<file path="src/rtl/cpu_axi_arbiter.sv">
// Shares one AXI master port between instruction fetch and data memory.
// Data wins over fetch; one transaction outstanding; completion pulses in IDLE.
module cpu_axi_arbiter #(
  parameter int ADDR_W = 32,
  parameter int DATA_W = 32
) (
  input  logic              clk,
  input  logic              rst,
  input  logic              inst_req,
  input  logic [ADDR_W-1:0] inst_addr,
  output logic [DATA_W-1:0] inst_rdata,
  output logic              inst_data_ok,
  input  logic              data_req,
  input  logic              data_wr,
  input  logic [1:0]        data_size,
  input  logic [ADDR_W-1:0] data_addr,
  input  logic [DATA_W-1:0] data_wdata,
  output logic [DATA_W-1:0] data_rdata,
  output logic              data_data_ok,
  output logic              stallreq_from_if,
  output logic              stallreq_from_mem,
  output logic [3:0]        arid,
  output logic [ADDR_W-1:0] araddr,
  output logic [2:0]        arsize,
  output logic              arvalid,
  input  logic              arready,
  input  logic [DATA_W-1:0] rdata,
  input  logic              rvalid,
  output logic              rready,
  output logic [ADDR_W-1:0] awaddr,
  output logic [2:0]        awsize,
  output logic              awvalid,
  input  logic              awready,
  output logic [DATA_W-1:0] wdata,
  output logic [3:0]        wstrb,
  output logic              wvalid,
  input  logic              wready,
  input  logic              bvalid,
  output logic              bready,
  output logic [2:0]        state_dbg
);

  // Handshakes: a channel transfers on a cycle where its valid and ready are
  // both high; valid never depends combinationally on ready.
  typedef enum logic [2:0] {
    IDLE    = 3'd0,
    RD_ADDR = 3'd1,
    RD_DATA = 3'd2,
    WR_ADDR = 3'd3,
    WR_RESP = 3'd4
  } state_t;

  state_t            state;
  state_t            state_nxt;
  logic              owner_q;  // 1 = data requester, 0 = fetch
  logic [ADDR_W-1:0] addr_q;
  logic [1:0]        size_q;
  logic [DATA_W-1:0] wdata_q;
  logic              aw_done;
  logic              w_done;
  logic              inst_elig;
  logic              data_elig;
  logic              grant_data;
  logic              grant_inst;

  // A requester still showing its completion pulse is holding a finished request.
  assign inst_elig = inst_req & ~inst_data_ok;
  assign data_elig = data_req & ~data_data_ok;

  always_comb begin
    state_nxt  = state;
    grant_data = 1'b0;
    grant_inst = 1'b0;
    case (state)
      IDLE: begin
        if (data_elig) begin
          grant_data = 1'b1;
          state_nxt  = data_wr ? WR_ADDR : RD_ADDR;
        end else if (inst_elig) begin
          grant_inst = 1'b1;
          state_nxt  = RD_ADDR;
        end
      end
      RD_ADDR: if (arready) state_nxt = RD_DATA;
      RD_DATA: if (rvalid) state_nxt = IDLE;
      WR_ADDR: if ((aw_done | awready) & (w_done | wready)) state_nxt = WR_RESP;
      WR_RESP: if (bvalid) state_nxt = IDLE;
      default: state_nxt = IDLE;
    endcase
  end

  always_ff @(posedge clk) begin
    if (rst) state <= IDLE;
    else     state <= state_nxt;
  end

  always_ff @(posedge clk) begin
    if (rst) begin
      owner_q      <= 1'b0;
      addr_q       <= '0;
      size_q       <= '0;
      wdata_q      <= '0;
      aw_done      <= 1'b0;
      w_done       <= 1'b0;
      inst_rdata   <= '0;
      data_rdata   <= '0;
      inst_data_ok <= 1'b0;
      data_data_ok <= 1'b0;
    end else begin
      inst_data_ok <= 1'b0;
      data_data_ok <= 1'b0;
      if (grant_data) begin
        owner_q <= 1'b1;
        addr_q  <= data_addr;
        size_q  <= data_size;
        wdata_q <= data_wdata;
        aw_done <= 1'b0;
        w_done  <= 1'b0;
      end else if (grant_inst) begin
        owner_q <= 1'b0;
        addr_q  <= inst_addr;
        size_q  <= 2'd2;
        aw_done <= 1'b0;
        w_done  <= 1'b0;
      end
      if (state == WR_ADDR) begin
        if (awvalid & awready) aw_done <= 1'b1;
        if (wvalid & wready)   w_done  <= 1'b1;
      end
      if (state == RD_DATA && rvalid) begin
        if (owner_q) begin
          data_rdata   <= rdata;
          data_data_ok <= 1'b1;
        end else begin
          inst_rdata   <= rdata;
          inst_data_ok <= 1'b1;
        end
      end
      if (state == WR_RESP && bvalid) data_data_ok <= 1'b1;
    end
  end

  always_comb begin
    case (size_q)
      2'd0:    wstrb = 4'b0001 << addr_q[1:0];
      2'd1:    wstrb = 4'b0011 << addr_q[1:0];
      default: wstrb = 4'b1111;
    endcase
  end

  assign stallreq_from_if  = inst_req & ~inst_data_ok;
  assign stallreq_from_mem = data_req & ~data_data_ok;

  assign arid      = {3'b000, owner_q};
  assign araddr    = addr_q;
  assign arsize    = {1'b0, size_q};
  assign arvalid   = (state == RD_ADDR);
  assign rready    = (state == RD_DATA);
  assign awaddr    = addr_q;
  assign awsize    = {1'b0, size_q};
  assign awvalid   = (state == WR_ADDR) & ~aw_done;
  assign wdata     = wdata_q;
  assign wvalid    = (state == WR_ADDR) & ~w_done;
  assign bready    = (state == WR_RESP);
  assign state_dbg = state;

endmodule

</file>
<file path="config.mk">
export PLATFORM = sky130hd
export DESIGN_NAME = cpu_axi_arbiter
export DESIGN_NICKNAME = d
export VERILOG_FILES = /design/src/rtl/cpu_axi_arbiter.sv
export SDC_FILE = /design/constraint.sdc
export NUM_CORES = 1
export LEC_CHECK = 0
export CAP_MARGIN = 5
export CORE_AREA = 2 2 128 130
export DETAILED_ROUTE_END_ITERATION = 8
export DIE_AREA = 0 0 130 132
export PLACE_DENSITY = 0.76
export SYNTH_ARGS = -nofsm -noshare
export SYNTH_HDL_FRONTEND = slang
export SYNTH_SLANG_ARGS = --single-unit
</file>
<file path="constraint.sdc">
create_clock -name clk -period 2.82 [get_ports clk]
set_clock_uncertainty 0.2 [all_clocks]
set_input_delay 0.564 -clock clk [delete_from_list [all_inputs] [get_ports clk]]
set_output_delay 0.564 -clock clk [all_outputs]
set_load 0.02 [all_outputs]
</file>
# Word-level counts from Yosys, hierarchy flattened
# Index checks and enable logic that the tools add are counted.
# classes
addsub	0
muxes	32
magnitude_cmp	0
n_eq_ne	10
n_reduce_logical	9
n_mul	0
shift	2
bitwise_logic	15
n_div	0
# ops
cell	count
$mux 32	2
$mux 1	19
$mux 3	6
$pmux 3 s5	1
$pmux 4 s2	1
$and 1x1->1	7
$eq 3x2->1 const B	2
$mux 2	3
$ne 2x2->1 const B	3
$not 1->1	6
$reduce_and 5->1	1
$reduce_and 2->1	2
$shl 1x2->4 const A	1
$shl 2x2->4 const A	1
$eq 3x1->1 const B	1
$eq 3x3->1 const B	1
$logic_not 3->1	1
$ne 3x3->1 const B	1
$eq 2x1->1 const B	1
$logic_and 1x1->1	2
$logic_not 2->1	1
$ne 2x1->1 const B	1
$or 1x1->1	2
$reduce_bool 2->1	1
$reduce_or 2->1	1
# totals
latch_bits	0
memories	0
mem_bits_rw	0
input_bits	140
mem_bits_ro	0
ff_bits	138

# Depth between registers and ports, before layout
# depth
depth_word	9
mapped_depth	7
depth_no_buf	5

# Worst setup path before layout
# No wires, ideal clock.
# synth_path
path_type	register to output
start	register state[1], in the netlist state_dbg[1]
end	output port rready
path_slack_ns	0.755
path_stages_with_launch	3
required_time_ns	2.056
arrival_time_ns	1.301
cell_sequence	dfxtp_1 > clkbuf_1 > nor3b_1
# synth_via
elab_chain_cells	1
# synth_lines
item	line_no	source
from (decl)	53	state_t state;
from (signal assigned)	94	else state <= state_nxt;
$eq 3x2->1	158	assign rready = (state == RD_DATA);
to (decl)	29	output logic rready,
# Every way passes these cells.

# Final worst setup path
# layout_path
start	register state[0], in the netlist state_dbg[0]
end	output port bready
# layout_via
elab_chain_cells	1
# layout_lines
item	line_no	source
$eq 3x3->1	164	assign bready = (state == WR_RESP);
to (decl)	39	output logic bready,
# Every way passes these cells.

==> impl_metrics.prom <==
# TYPE chip_impl_metric gauge
chip_impl_info{name="worst_r2r_startpoint",value="state_dbg[0]$_SDFFE_PP0P_"} 1
chip_impl_metric{name="floorplan.io_pins",unit=""} 326
chip_impl_metric{name="pre_cts_ws",unit="ns"} 0.126
chip_impl_metric{name="wirelength",unit="um"} 18600
chip_impl_metric{name="min_period",unit="ns"} 2.73
chip_impl_info{name="outcome",value="completed"} 1
chip_impl_metric{name="clock_sink_count",unit=""} 138
chip_impl_metric{name="first_iter_violations",unit=""} 211
chip_impl_info{name="worst_r2r_endpoint",value="araddr[17]$_SDFFE_PP0P_"} 1
chip_impl_metric{name="num_vias",unit=""} 5701
chip_impl_info{name="min-delay-path-class",value="flop to flop"} 1
chip_impl_metric{name="synthesized_area_divided_by_synthesized_cell_count",unit="um2"} 7.97
chip_impl_metric{name="worst-path-buf-inv",unit=""} 2
chip_impl_info{name="yosys.cell_count.top_type",value="sky130_fd_sc_hd__nand2_1"} 1
chip_impl_metric{name="power.switching",unit="mW"} 2.08
chip_impl_metric{name="worst_slew_pin_slew",unit="ns"} 0.643
chip_impl_info{name="path_delay_family",value="buffers and inverters"} 1
chip_impl_metric{name="htree_num_levels",unit=""} 4
chip_impl_info{name="hold_crit_endpoint",value="data_rdata[6]$_SDFFE_PP0P_"} 1
chip_impl_metric{name="grt_use_total",unit="%"} 21.3
chip_impl_metric{name="intPower",unit="mW"} 4.37
chip_impl_metric{name="die_w",unit="um"} 130
chip_impl_metric{name="power.share.switching",unit="%"} 32.3
chip_impl_metric{name="detailed_placer_s_ending_hpwl",unit="um"} 13500
chip_impl_metric{name="power_frac_seq",unit="%"} 35.8
chip_impl_metric{name="avgRoutedWirePerCell",unit="um"} 15.5
chip_impl_info{name="yosys_most_used_dff",value="sky130_fd_sc_hd__dfxtp_1"} 1
chip_impl_info{name="post_synth_most_frequent_cells",value="259 x sky130_fd_sc_hd__nand2_1, 138 x sky130_fd_sc_hd__dfxtp_1, 101 x sky130_fd_sc_hd__a21oi_1"} 1
chip_impl_metric{name="clk_transition_reported_paths",unit="ns"} 0.06
chip_impl_info{name="synthDominantAreaCellType",value="sky130_fd_sc_hd__dfxtp_1"} 1
chip_impl_metric{name="timing.fmax",unit="MHz"} 367
chip_impl_info{name="tritoncts",value="done"} 1
chip_impl_metric{name="largest_net_degree_at_the_start_of_global_routing",unit=""} 66
chip_impl_info{name="clockRootBuffer",value="sky130_fd_sc_hd__clkbuf_16"} 1
chip_impl_metric{name="timing.critical_path.slowest_cell_delay",unit="ns"} 0.63
chip_impl_metric{name="cts-buffers-inserted",unit=""} 17
chip_impl_metric{name="vias_per_inst",unit=""} 4.73
chip_impl_metric{name="synth_sequential_area_ratio",unit="%"} 49.0
chip_impl_metric{name="synth.cell_area",unit="mm2"} 0.00564
chip_impl_info{name="grt_setup_unrepaired",value="false"} 1
chip_impl_metric{name="die_outline_area",unit="mm2"} 0.0172
chip_impl_metric{name="ys_async_sr_fraction",unit="%"} 0
chip_impl_metric{name="setup_slack_of_the_most_critical_reg_to_reg_path",unit="ns"} 0.85
chip_impl_metric{name="globalplace.congestion",unit=""} 0.816
chip_impl_metric{name="r2r.worst_path.cells",unit=""} 6
chip_impl_metric{name="worst_ir_drop_vdd",unit="mV"} 0.439
chip_impl_info{name="type_of_element_capturing_the_critical_path",value="output pin"} 1
chip_impl_metric{name="max_slew_margin",unit="%"} 56.7
chip_impl_metric{name="timing_hold_violations_final",unit=""} 0
chip_impl_metric{name="drt.antenna.violating_nets",unit=""} 0
chip_impl_info{name="worstSetupPathType",value="flop to output pin"} 1
chip_impl_info{name="cell_with_the_largest_stage_delay_on_the_worst_path",value="sky130_fd_sc_hd__clkdlybuf4s50_1"} 1
chip_impl_metric{name="overflow",unit=""} 0
chip_impl_metric{name="power_density",unit="mW/mm2"} 692
chip_impl_metric{name="ctsResizeCount",unit=""} 0
chip_impl_metric{name="power.clock.fraction",unit="%"} 32.2
chip_impl_metric{name="detail_route.first_pass.iterations",unit=""} 4
chip_impl_metric{name="post-cts-setup-buffer-count",unit=""} 0
chip_impl_metric{name="timing.hold.worst_path_depth",unit=""} 2
chip_impl_metric{name="grt_first_pass_wirelength",unit="um"} 28700
chip_impl_metric{name="clk_path_buf_depth",unit=""} 2
chip_impl_metric{name="post_route_setup_slack",unit="ns"} 0.0917
chip_impl_metric{name="placement_rows",unit=""} 46
chip_impl_info{name="post_synth_main_area_contributors",value="sky130_fd_sc_hd__dfxtp_1 49%, sky130_fd_sc_hd__nand2_1 17%, sky130_fd_sc_hd__a21oi_1 9.0%"} 1
chip_impl_metric{name="timing.setup.tns",unit="ns"} 0
chip_impl_metric{name="synth.ff_latch_count",unit=""} 138
chip_impl_metric{name="drive_above_1_share",unit="%"} 7.79
chip_impl_metric{name="netlist.area_leader.share",unit="%"} 49.0
chip_impl_metric{name="proportion_of_power_drawn_by_combinational_gates",unit="%"} 32.0
chip_impl_metric{name="design.final.nets",unit=""} 1117
chip_impl_metric{name="grt_pass1_vias",unit=""} 5368
chip_impl_metric{name="synth_warnings",unit=""} 0
chip_impl_metric{name="cap_viol_max_count",unit=""} 0
chip_impl_metric{name="vertical_die_dimension",unit="um"} 132
chip_impl_info{name="hold_path_startpoint",value="data_rdata[6]$_SDFFE_PP0P_"} 1
chip_impl_info{name="worstSetupStartpointType",value="flop"} 1
chip_impl_metric{name="synth_cell_types",unit=""} 36
chip_impl_metric{name="antenna_cells",unit=""} 0
chip_impl_metric{name="postCtsHoldBufs",unit=""} 0
chip_impl_metric{name="timing.critical_path.arrival",unit="ns"} 1.96
chip_impl_metric{name="insertion_delay",unit="ns"} 0.41
chip_impl_metric{name="grt_antenna_before_repair",unit=""} 0
chip_impl_metric{name="post-route-period-util",unit="%"} 96.7
chip_impl_metric{name="total_leakage_power",unit="nW"} 3.34
chip_impl_metric{name="number_of_flops_mapped_to_enable_cells_by_yosys",unit=""} 0
chip_impl_metric{name="initial_utilization",unit="%"} 35.9
chip_impl_metric{name="area.growth.synth_to_final",unit="%"} 65.5
chip_impl_metric{name="final_max_slew_viol_count",unit=""} 0
chip_impl_metric{name="core_box_area",unit="mm2"} 0.0157
chip_impl_metric{name="critPathMaxFanout",unit=""} 6
chip_impl_metric{name="port_buffers",unit=""} 320
chip_impl_metric{name="remaining_drc_errors",unit=""} 0
chip_impl_metric{name="worst_ep_required_time",unit="ns"} 2.06
chip_impl_metric{name="finalSetupViolations",unit=""} 0
chip_impl_metric{name="final.fill_count",unit=""} 1419
chip_impl_metric{name="syn-instance-count",unit=""} 707
chip_impl_info{name="worstPathCellList",value="or3b_2 > inv_1 > clkdlybuf4s50_1"} 1
## cell type report
| type | count | area, um2 | area share [%] |
|---|---|---|---|
| Clock inverter | 11 | 98.8 | 1.06 |
| Inverter | 6 | 22.5 | 0.242 |
| Tap cell | 216 | 270 | 2.90 |
| Multi-Input combinational cell | 474 | 2320 | 24.9 |
| Clock buffer | 20 | 447 | 4.79 |
| Sequential cell | 138 | 2760 | 29.6 |
| Timing Repair Buffer | 340 | 3400 | 36.5 |
## worst register-to-register path, stage by stage (launching register included)
cell                       delay (ns)
sky130_fd_sc_hd__dfxtp_1         0.35
sky130_fd_sc_hd__buf_4           0.18
sky130_fd_sc_hd__or3_4           0.35
sky130_fd_sc_hd__a21oi_4         0.14
sky130_fd_sc_hd__buf_12          0.28
sky130_fd_sc_hd__nor2_1          0.14
sky130_fd_sc_hd__a311oi_2        0.24
## layout by cell type (no fill, tap or decap), types with 12 or more instances in the layout
cell type / Yosys / layout
sky130_fd_sc_hd__clkbuf_16: 0 / 17
sky130_fd_sc_hd__nor2_1: 44 / 44
sky130_fd_sc_hd__a21oi_1: 101 / 101
sky130_fd_sc_hd__a311oi_1: 12 / 12
sky130_fd_sc_hd__clkdlybuf4s50_1: 0 / 319
sky130_fd_sc_hd__dfxtp_1: 138 / 138
sky130_fd_sc_hd__a311oi_2: 20 / 20
sky130_fd_sc_hd__nand2_1: 259 / 259
sky130_fd_sc_hd__buf_4: 41 / 17
## state kept, by name (all words and copies together), names as in the netlist
| name | cells |
|---|---|
| araddr | 32 |
| aw_done | 1 |
| data_data_ok | 1 |
| data_rdata | 32 |
| inst_data_ok | 1 |
| inst_rdata | 32 |
| owner_q | 1 |
| size_q | 2 |
| state_dbg | 3 |
| w_done | 1 |
| wdata | 32 |
## how the worst max path moves through the flow
stage / slack [ns] / cells after the start / from / to
4_1_cts: 0.06 / 3 / state_dbg[0]$_SDFFE_PP0P_ / bready
2_1_floorplan: 0.76 / 2 / state_dbg[1]$_SDFFE_PP0P_ / rready
5_1_grt: 0.002 / 3 / state_dbg[0]$_SDFFE_PP0P_ / bready
3_5_place_dp: 0.13 / 4 / inst_req / stallreq_from_if
6_report: 0.09 / 3 / state_dbg[0]$_SDFFE_PP0P_ / bready
3_3_place_gp: 0.11 / 4 / inst_req / stallreq_from_if
## layer usage
metal,up-vias,part of all wire [%],track usage (%)
met5,-,0,0
met4,0,2.2,7.53
met3,27,7.6,6.78
met2,207,49,35.1
met1,2648,41,25.8
li1,2819,-,-
## power by group through the flow
stage / clock (mW) / sequential [mW] / combinational, mW
detailed placement: 0 / 2.35 / 2.08
finish: 2.07 / 2.31 / 2.06
global route: 2.21 / 2.34 / 2.21
CTS: 2.11 / 2.31 / 2.08
global placement: 0 / 2.35 / 2.06
floorplan: 0 / 2.56 / 0.975
## through the flow
stage	utilization, %	hold slack, ns	instances	cell area, um2	power, mW
after global placement	55.9	0.240	1174	8780	4.41
after floorplan	-	0.289	711	5650	3.54
after detailed placement	55.9	0.246	1174	8780	4.43
after global routing	59.3	0.266	1205	9320	6.75
after CTS	59.3	0.253	1205	9320	6.51
final	59.3	0.251	1205	9320	6.45
## cells by family (layout without fill, tap and decap cells)
family	Yosys count	count (layout)	share of synthesized area [%]
compound gates	147	147	18.0
buf+inv	99	377	10.2
flops	138	138	49.0
mux	1	1	0.178
other cells	1	5	0.0665
simple gates	321	321	22.5
No activity file was read; power rests on OpenSTA's default activity.
